`src/rtl/hough_scan_ctrl.sv`:
```
// Frame sequencer for the vertical-edge Hough tracker: rasters the ROI of the
// edge bitmap into the tracker, then collects and latches the tracker's line result.
module hough_scan_ctrl #(
    parameter int IMG_WIDTH   = 1280,
    parameter int IMG_HEIGHT  = 720,
    parameter int ROI_Y_START = 360,
    parameter int ADDR_W      = 20,
    parameter int RES_TIMEOUT = 8
) (
    input  logic              clk,
    input  logic              reset,
    input  logic              start,
    input  logic              abort,
    output logic              busy,
    output logic              done,
    output logic              result_valid,
    output logic [10:0]       result_x,
    output logic [20:0]       edge_count,
    output logic              mem_rd_en,
    output logic [ADDR_W-1:0] mem_addr,
    input  logic              mem_rd_data,
    output logic              trk_vs,
    output logic              trk_de,
    output logic              trk_edge,
    output logic [31:0]       trk_x,
    output logic [31:0]       trk_y,
    input  logic              trk_processing,
    input  logic              trk_line_detected,
    input  logic [31:0]       trk_rho
);

    localparam int XW = $clog2(IMG_WIDTH + 1);
    localparam int YW = $clog2(IMG_HEIGHT + 1);
    localparam int TW = $clog2(RES_TIMEOUT + 1);

    localparam logic [ADDR_W-1:0] ADDR_START = ADDR_W'(ROI_Y_START * IMG_WIDTH);
    localparam logic [XW-1:0]     X_LAST     = XW'(IMG_WIDTH - 1);
    localparam logic [YW-1:0]     Y_FIRST    = YW'(ROI_Y_START);
    localparam logic [YW-1:0]     Y_LAST     = YW'(IMG_HEIGHT - 1);
    localparam logic [TW-1:0]     TMO_LAST   = TW'(RES_TIMEOUT - 1);
    localparam logic [10:0]       RES_RESET  = 11'(IMG_WIDTH / 2);

    typedef enum logic [2:0] {
        S_IDLE,
        S_OPEN,
        S_SCAN,
        S_DRAIN,
        S_CLOSE,
        S_WAIT_RES,
        S_DONE
    } state_t;

    state_t          state_q;
    state_t          state_d;
    logic            open_cnt;
    logic [TW-1:0]   tmo_cnt;
    logic [XW-1:0]   rd_x_p0;
    logic [YW-1:0]   rd_y_p0;

    logic            res_hit;
    logic            last_px;
    logic            unused_rho_hi;

    assign res_hit       = trk_line_detected & ~trk_processing;
    assign last_px       = (rd_x_p0 == X_LAST) && (rd_y_p0 == Y_LAST);
    assign unused_rho_hi = ^trk_rho[31:11];

    // The bitmap RAM already registers its read data, so the edge bit is
    // forwarded straight from it to line up with the registered strobe.
    assign trk_edge = trk_de & mem_rd_data;

    always_comb begin
        state_d = state_q;
        case (state_q)
            S_IDLE: begin
                if (start && !abort) state_d = S_OPEN;
            end
            S_OPEN: begin
                if (abort)         state_d = S_IDLE;
                else if (open_cnt) state_d = S_SCAN;
            end
            S_SCAN: begin
                if (abort)        state_d = S_IDLE;
                else if (last_px) state_d = S_DRAIN;
            end
            S_DRAIN: begin
                state_d = abort ? S_IDLE : S_CLOSE;
            end
            S_CLOSE: begin
                state_d = abort ? S_IDLE : S_WAIT_RES;
            end
            S_WAIT_RES: begin
                if (abort)                             state_d = S_IDLE;
                else if (res_hit || tmo_cnt == TMO_LAST) state_d = S_DONE;
            end
            S_DONE: begin
                state_d = S_IDLE;
            end
            default: begin
                state_d = S_IDLE;
            end
        endcase
    end

    always_ff @(posedge clk) begin
        if (reset) begin
            state_q      <= S_IDLE;
            open_cnt     <= 1'b0;
            tmo_cnt      <= '0;
            busy         <= 1'b0;
            done         <= 1'b0;
            trk_vs       <= 1'b0;
            mem_rd_en    <= 1'b0;
            mem_addr     <= '0;
            rd_x_p0      <= '0;
            rd_y_p0      <= '0;
            trk_de       <= 1'b0;
            trk_x        <= '0;
            trk_y        <= '0;
            edge_count   <= '0;
            result_x     <= RES_RESET;
            result_valid <= 1'b0;
        end else begin
            state_q   <= state_d;
            open_cnt  <= (state_q == S_OPEN) && (state_d == S_OPEN);
            tmo_cnt   <= (state_q == S_WAIT_RES) ? tmo_cnt + 1'b1 : '0;
            busy      <= (state_d != S_IDLE);
            done      <= (state_d == S_DONE);
            trk_vs    <= (state_d == S_OPEN) || (state_d == S_SCAN) || (state_d == S_DRAIN);
            mem_rd_en <= (state_d == S_SCAN);

            // Read stage: address and coordinates of the pixel being fetched.
            if (state_q == S_IDLE && state_d == S_OPEN) begin
                mem_addr <= ADDR_START;
                rd_x_p0  <= '0;
                rd_y_p0  <= Y_FIRST;
            end else if (state_q == S_SCAN && state_d == S_SCAN) begin
                mem_addr <= mem_addr + 1'b1;
                if (rd_x_p0 == X_LAST) begin
                    rd_x_p0 <= '0;
                    rd_y_p0 <= rd_y_p0 + 1'b1;
                end else begin
                    rd_x_p0 <= rd_x_p0 + 1'b1;
                end
            end

            // Present stage: one cycle behind the read, aligned with RAM data.
            trk_de <= mem_rd_en && (state_d != S_IDLE);
            if (mem_rd_en) begin
                trk_x <= 32'(rd_x_p0);
                trk_y <= 32'(rd_y_p0);
            end

            if (state_q == S_IDLE && state_d == S_OPEN) begin
                edge_count <= '0;
            end else if (trk_de && trk_edge) begin
                edge_count <= edge_count + 21'd1;
            end

            // Result stage: on timeout the previous line position is kept.
            if (state_q == S_WAIT_RES && state_d == S_DONE) begin
                if (res_hit) begin
                    result_x     <= trk_rho[10:0];
                    result_valid <= (edge_count != '0);
                end else begin
                    result_valid <= 1'b0;
                end
            end
        end
    end

endmodule

```
`config.mk`:
```
export PLATFORM = sky130hd
export DESIGN_NAME = hough_scan_ctrl
export DESIGN_NICKNAME = d
export VERILOG_FILES = /design/src/rtl/hough_scan_ctrl.sv
export SDC_FILE = /design/constraint.sdc
export NUM_CORES = 1
export LEC_CHECK = 0
export CAP_MARGIN = 20
export CORE_ASPECT_RATIO = 2
export CORE_UTILIZATION = 47
export DETAILED_ROUTE_END_ITERATION = 8
export GPL_ROUTABILITY_DRIVEN = 0
export PLACE_DENSITY = 0.81
export SLEW_MARGIN = 20
export SYNTH_ARGS = -nofsm -noshare
export SYNTH_HDL_FRONTEND = slang
export SYNTH_SLANG_ARGS = --single-unit
```
`constraint.sdc`:
```
create_clock -name clk -period 2.9 [get_ports clk]
set_clock_uncertainty 0.1 [all_clocks]
set_input_delay 0.435 -clock clk [delete_from_list [all_inputs] [get_ports clk]]
set_output_delay 0.435 -clock clk [all_outputs]
set_load 0.01 [all_outputs]
```
==> flow_summary.ini, run 1 <==
[outcome]
status = finished clean

[placed_design]
port_buffers = 97
post-place-ws_ps = 8.036
dpl.cell_count = 823
place_hpwl_mm = 9.302

[finish]
drive_gt1_frac = 0.06705
area_delta_synth_final_pct = 26.61
regArea_mm2 = 0.002162
final_net_count = 742
fillers = 879
final_cell_mix = dfxtp_1 (108), clkdlybuf4s50_1 (97), nor2_1 (58)
antennaDiodeCount = 0
instances_no_fill = 838
layout_commonest_cell = dfxtp_1
multi_input_comb_area_mm2 = 0.002619

[route]
vias = 4639
post_drt_via_cell_ratio = 5.536
first_iter_violations = 209
drt_wl_total_mm = 12.55
post_drt_wl_per_cell_um = 14.98
antenna_left = 0
drc = 0
first_pass_iters = 7

[synth]
synth_compound_area_frac = 0.1301
synth_area_mm2 = 0.005144
synthAdderAreaFrac = 0.01459
synth-simple-area-share = 0.2437
yosysWarnings = 0
synthDistinctLibCells = 51
avgSynthCellArea_um2 = 8.573
synth_edf_count = 0
synth-xor-area-share = 0.04768
async_flop_share = 0
ys_seq_area_frac = 0.4203
synth.area.mux_share = 0.04087
syn_inst = 600
synth_seq_cells = 108
synth_top_family_by_area = simple AND/OR/NAND/NOR gates
synthFlopType = dfxtp_1

[clocking]
cts_buffers = 9
worstSkewPairLatency_ps = 350
holdBufCountCts = 0
cts_tree = yes
cts_resized = 0
clkTransAtPathRegs_ps = 70
post-cts-setup-buffers = 0
clkSinkCount = 108
cts_root_buf = clkbuf_16
htreeDepth = 3
clock_path_buffers = 2

[worst_setup_path]
cp_data_required_time_ps = 3080
path_cells = nor4b_1 -> nand4_1 -> o221ai_2 -> buf_4 -> o21ai_0 -> a31oi_1
r2r_cells = 6
cpPeakStageDelay_ps = 780
r2r_slack_ps = 300
crit_fanout = 21
crit_path_top_delay_cell = o221ai_2
cp-start-kind = register
critPathKind = reg -> reg
critPathCaptureType = register
arrival_ps = 2780
critPathTopFamily = compound AO/OA/AOI/OAI gates
r2r-end = mem_addr[18]
crit_buf_inv = 1
r2r-start = rd_y_p0[5]

[pwr]
p_per_area_mw_per_mm2 = 472.5
ir_worst_vdd_mv = 0.3796
p_leak_nw = 2.235

[timing]
setup_ws_ps = 300.9
holdWs_ps = 352.8
worstMarginPinSlew_ps = 915.9
hold_violations = 0
slew-limit-headroom = 0.3894
finalCriticalPeriod_ps = 2599
fmax_ghz = 0.3847
tns_ps = 0
rsz0062_at_grt = false
final-max-slew-violation-count = 0
final.period_utilization = 0.8963
setup_violations = 0

[min_path]
holdPathEnd = result_x[0]
hold_depth = 2
hold_path_class = reg -> reg
hold_path_startpoint = result_x[0]

[job]
drv_cap = 0

[floorplan]
dieHeight_um = 149.9
design.die.area_mm2 = 0.01139
rows = 53
die_x_um = 75.97
io_pins = 162
start_util = 0.4878
core_mm2 = 0.01054

[global_route]
track_usage = 0.2176
grt_overflow = 0
grt_start_max_net_pins = 39
grt_pass1_wl_mm = 19.95
grt_pass1_vias = 4225
antenna_found_initial = 0
-- Yosys cell counts, types with 11 or more instances --
cell type / n / area (um2)
nor2_1: 58 / 217.7
inv_1: 19 / 71.32
nor3_1: 11 / 55.05
xnor2_1: 20 / 175.2
mux2i_1: 21 / 210.2
o21ai_0: 11 / 55.05
a21oi_1: 44 / 220.2
dfxtp_1: 108 / 2162
nand2_1: 56 / 210.2
nand4_1: 15 / 93.84
o31ai_1: 21 / 157.7
or4_1: 21 / 157.7
clkbuf_1: 18 / 67.56
buf_4: 44 / 330.3
nand3_1: 31 / 155.2
-- how the worst max path moves through the flow --
stage / startpoint / to / slack [ps] / depth (start not counted)
3_3_place_gp: trk_processing / result_valid / 130 / 7
4_1_cts: rd_y_p0[5] / mem_addr[18] / 320 / 6
5_1_grt: rd_y_p0[5] / mem_addr[18] / 20 / 6
2_1_floorplan: rd_x_p0[0] / mem_addr[2] / 780 / 7
6_report: rd_y_p0[5] / mem_addr[18] / 300 / 6
3_5_place_dp: trk_processing / mem_addr[18] / 8 / 8
-- state kept, by name (all words and copies together), names as in the netlist --
| signal | cells |
|---|---|
| trk_vs | 1 |
| rd_y_p0 | 10 |
| rd_x_p0 | 11 |
| edge_count | 21 |
| result_x | 11 |
| mem_addr | 20 |
| result_valid | 1 |
| done | 1 |
| trk_y | 10 |
| trk_x | 11 |
| busy | 1 |
| state_q | 3 |
| tmo_cnt | 4 |
| trk_de | 1 |
| mem_rd_en | 1 |
| open_cnt | 1 |
-- area by class of cell --
cell class	count	area share
clock buffer	10	0.03670
clock inverter	5	0.01652
inverter	20	0.01153
multi-input combinational	442	0.4021
sequential	108	0.3320
tap	137	0.02632
timing repair buffer	116	0.1748
-- report_power, final --
part	internal [mW]	leakage [nW]	switching, mW
combinational	0.0621	1.19	0.103
clock	0.869	0.170	0.537
sequential	1.49	0.872	0.0137
-- kinds of logic (layout without fill, tap and decap cells) --
logic type | count (synthesis) | count (layout)
and+or+nand+nor | 240 | 240
DFF | 108 | 108
AOI/OAI and AO/OA | 104 | 104
buffers and inverters | 92 | 151
xor gates and xnor gates | 28 | 28
muxes | 21 | 21
adders and majority gates | 6 | 6
other | 1 | 43
-- routing by layer --
metal,up-vias,routed length [um],GRT usage
met2,159,6836,0.4155
met1,2207,4801,0.2266
met4,0,420,0.1125
li1,2241,-,-
met3,32,496,0.03354
met5,-,0,0
-- through the flow --
step	total power, mW	area, um2	util
after floorplan	1.674	5301	-
after global routing	3.177	6513	0.6177
final	3.077	6513	0.6177
after detailed placement	1.702	6166	0.5848
after CTS	3.104	6513	0.6177
after global placement	1.699	6162	0.5844
-- worst min-delay path: stages (launching register included) --
cell,delay (ps)
dfxtp_1,310
nand2_1,50
a21oi_1,50
No activity file was read; power rests on OpenSTA's default activity.
==> run 2: changes to the inputs <==
- CTS_CLUSTER_DIAMETER: unset -> 80
- CTS_CLUSTER_SIZE: unset -> 25
==> results of run 2 <==
Final layout, timing and power as in run 1 (identical DEF).
==> run 3: changes to the inputs <==
- CORE_UTILIZATION: 47 -> 40
- PLACE_DENSITY: 0.81 -> 0.7
- SKIP_CTS_REPAIR_TIMING: unset -> 1
==> run 3 against run 2 <==
Compared with the run above:
- routed wire length fell by 1.2%
- critical path type unchanged
- global-route usage decreased by 2.3 points
- sequential share of layout area is 0.35 points higher
- non-clock buffer count shrank 6
- design area down 1.0%
- utilization down 10 points
- register-to-register slack improved by 270 ps
- count of clock-buffer cells in the layout is the same
==> flow_summary.ini, run 3 (synthesis gave the netlist of run 1 again) <==
[finish]
fillers = 1192
final_net_count = 736
area_delta_synth_final_pct = 25.30
antennaDiodeCount = 0
reg_top3 = edge_count: 21 flops, mem_addr: 20 flops
drive_gt1_frac = 0.05891
layout_commonest_cell = dfxtp_1
fin_util = 0.5134
final_cell_mix = dfxtp_1 (108), clkdlybuf4s50_1 (97), nor2_1 (58)
top_register = edge_count
largest_reg_flops = 21

[clocking]
clkTransAtPathRegs_ps = 70
cts_buffers = 9
cts_root_buf = clkbuf_16
cts_tree = yes
htreeDepth = 3
clkSinkCount = 108
clock_path_buffers = 2
worstSkewPairLatency_ps = 350

[timing]
holdWs_ps = 355.5
slew-limit-headroom = 0.6133
final.period_utilization = 0.8021
worstMarginPinSlew_ps = 565.4
rsz0062_at_grt = false
setup_violations = 0
finalCriticalPeriod_ps = 2326
setup_ws_ps = 574.0
fmax_ghz = 0.4299
tns_ps = 0
final-max-slew-violation-count = 0
hold_violations = 0

[floorplan]
io_pins = 162
die_x_um = 82.19
design.die.area_mm2 = 0.01334
core_mm2 = 0.01255
dieHeight_um = 162.4
rows = 58
start_util = 0.4097

[worst_setup_path]
crit_fanout = 25
cp_data_required_time_ps = 3080
critPathCaptureType = register
critPathKind = reg -> reg
r2r_cells = 7
cp-start-kind = register
arrival_ps = 2510

[pwr]
p_per_area_mw_per_mm2 = 449.8
ir_worst_vdd_mv = 0.3533
p_leak_nw = 2.193

[route]
drc = 0
antenna_left = 0
first_iter_violations = 203
drt_wl_total_mm = 12.40
vias = 4524
post_drt_wl_per_cell_um = 14.65
first_pass_iters = 4
post_drt_via_cell_ratio = 5.348

[min_path]
hold_depth = 1
hold_path_class = reg -> reg

[global_route]
grt_start_max_net_pins = 36
grt_pass1_vias = 4199
grt_pass1_wl_mm = 20.06
track_usage = 0.1946
antenna_found_initial = 0
grt_overflow = 0

[placed_design]
post-place-ws_ps = 230.6
place_hpwl_mm = 9.262
port_buffers = 97

[job]
drv_cap = 0

[outcome]
status = finished clean
run 3: changes by cell type in the layout (fill, tap and decap cells not counted), sizes merged:
cell / previous run / this run
buf: 19 / 13
clkinv: 1 / 2
inv: 21 / 24
bufinv: 3 / 0
run 3: report_power, final:
part	switching (mW)	internal, mW
sequential	0.0132	1.49
clock	0.597	0.633
combinational	0.103	0.0610
run 3: worst paths after layout:
check | from | endpoint | slack (ps)
hold / removal | tmo_cnt[0] | tmo_cnt[0] | 360
setup / recovery | rd_x_p0[0] | rd_y_p0[3] | 570
hold reg to reg | tmo_cnt[0] | tmo_cnt[0] | 360
setup reg to reg | rd_x_p0[0] | rd_y_p0[3] | 570
run 3: critical path, cell delays in order (launching register included):
cell	delay [ps]
dfxtp_1	380
ha_1	240
and3_1	220
nand3_1	270
o221ai_2	180
buf_12	180
or4_1	510
a31oi_1	170
run 3: cell type report:
cell class                 count  area (um2)  area share
timing repair buffer         110        1106      0.1716
tap                          150       187.7     0.02912
clock buffer                  10       239.0     0.03708
inverter                      20       75.07     0.01165
sequential                   108        2162      0.3355
clock inverter                 6       60.06    0.009319
multi-input combinational    442        2615      0.4057
run 3: per-layer routing:
layer	vias up	routed length [um]	GRT usage
li1	2238	-	-
met1	2103	4693	0.2081
met4	0	422	0.1085
met5	-	0	0
met3	29	529	0.02745
met2	154	6753	0.3505
run 3: through the flow:
stage / cell area [um2] / instances / power (mW)
global placement: 6146 / 830 / 1.699
global route: 6445 / 846 / 3.006
CTS: 6445 / 846 / 2.932
detailed placement: 6146 / 830 / 1.703
finish: 6445 / 846 / 2.899
floorplan: 5301 / 642 / 1.674
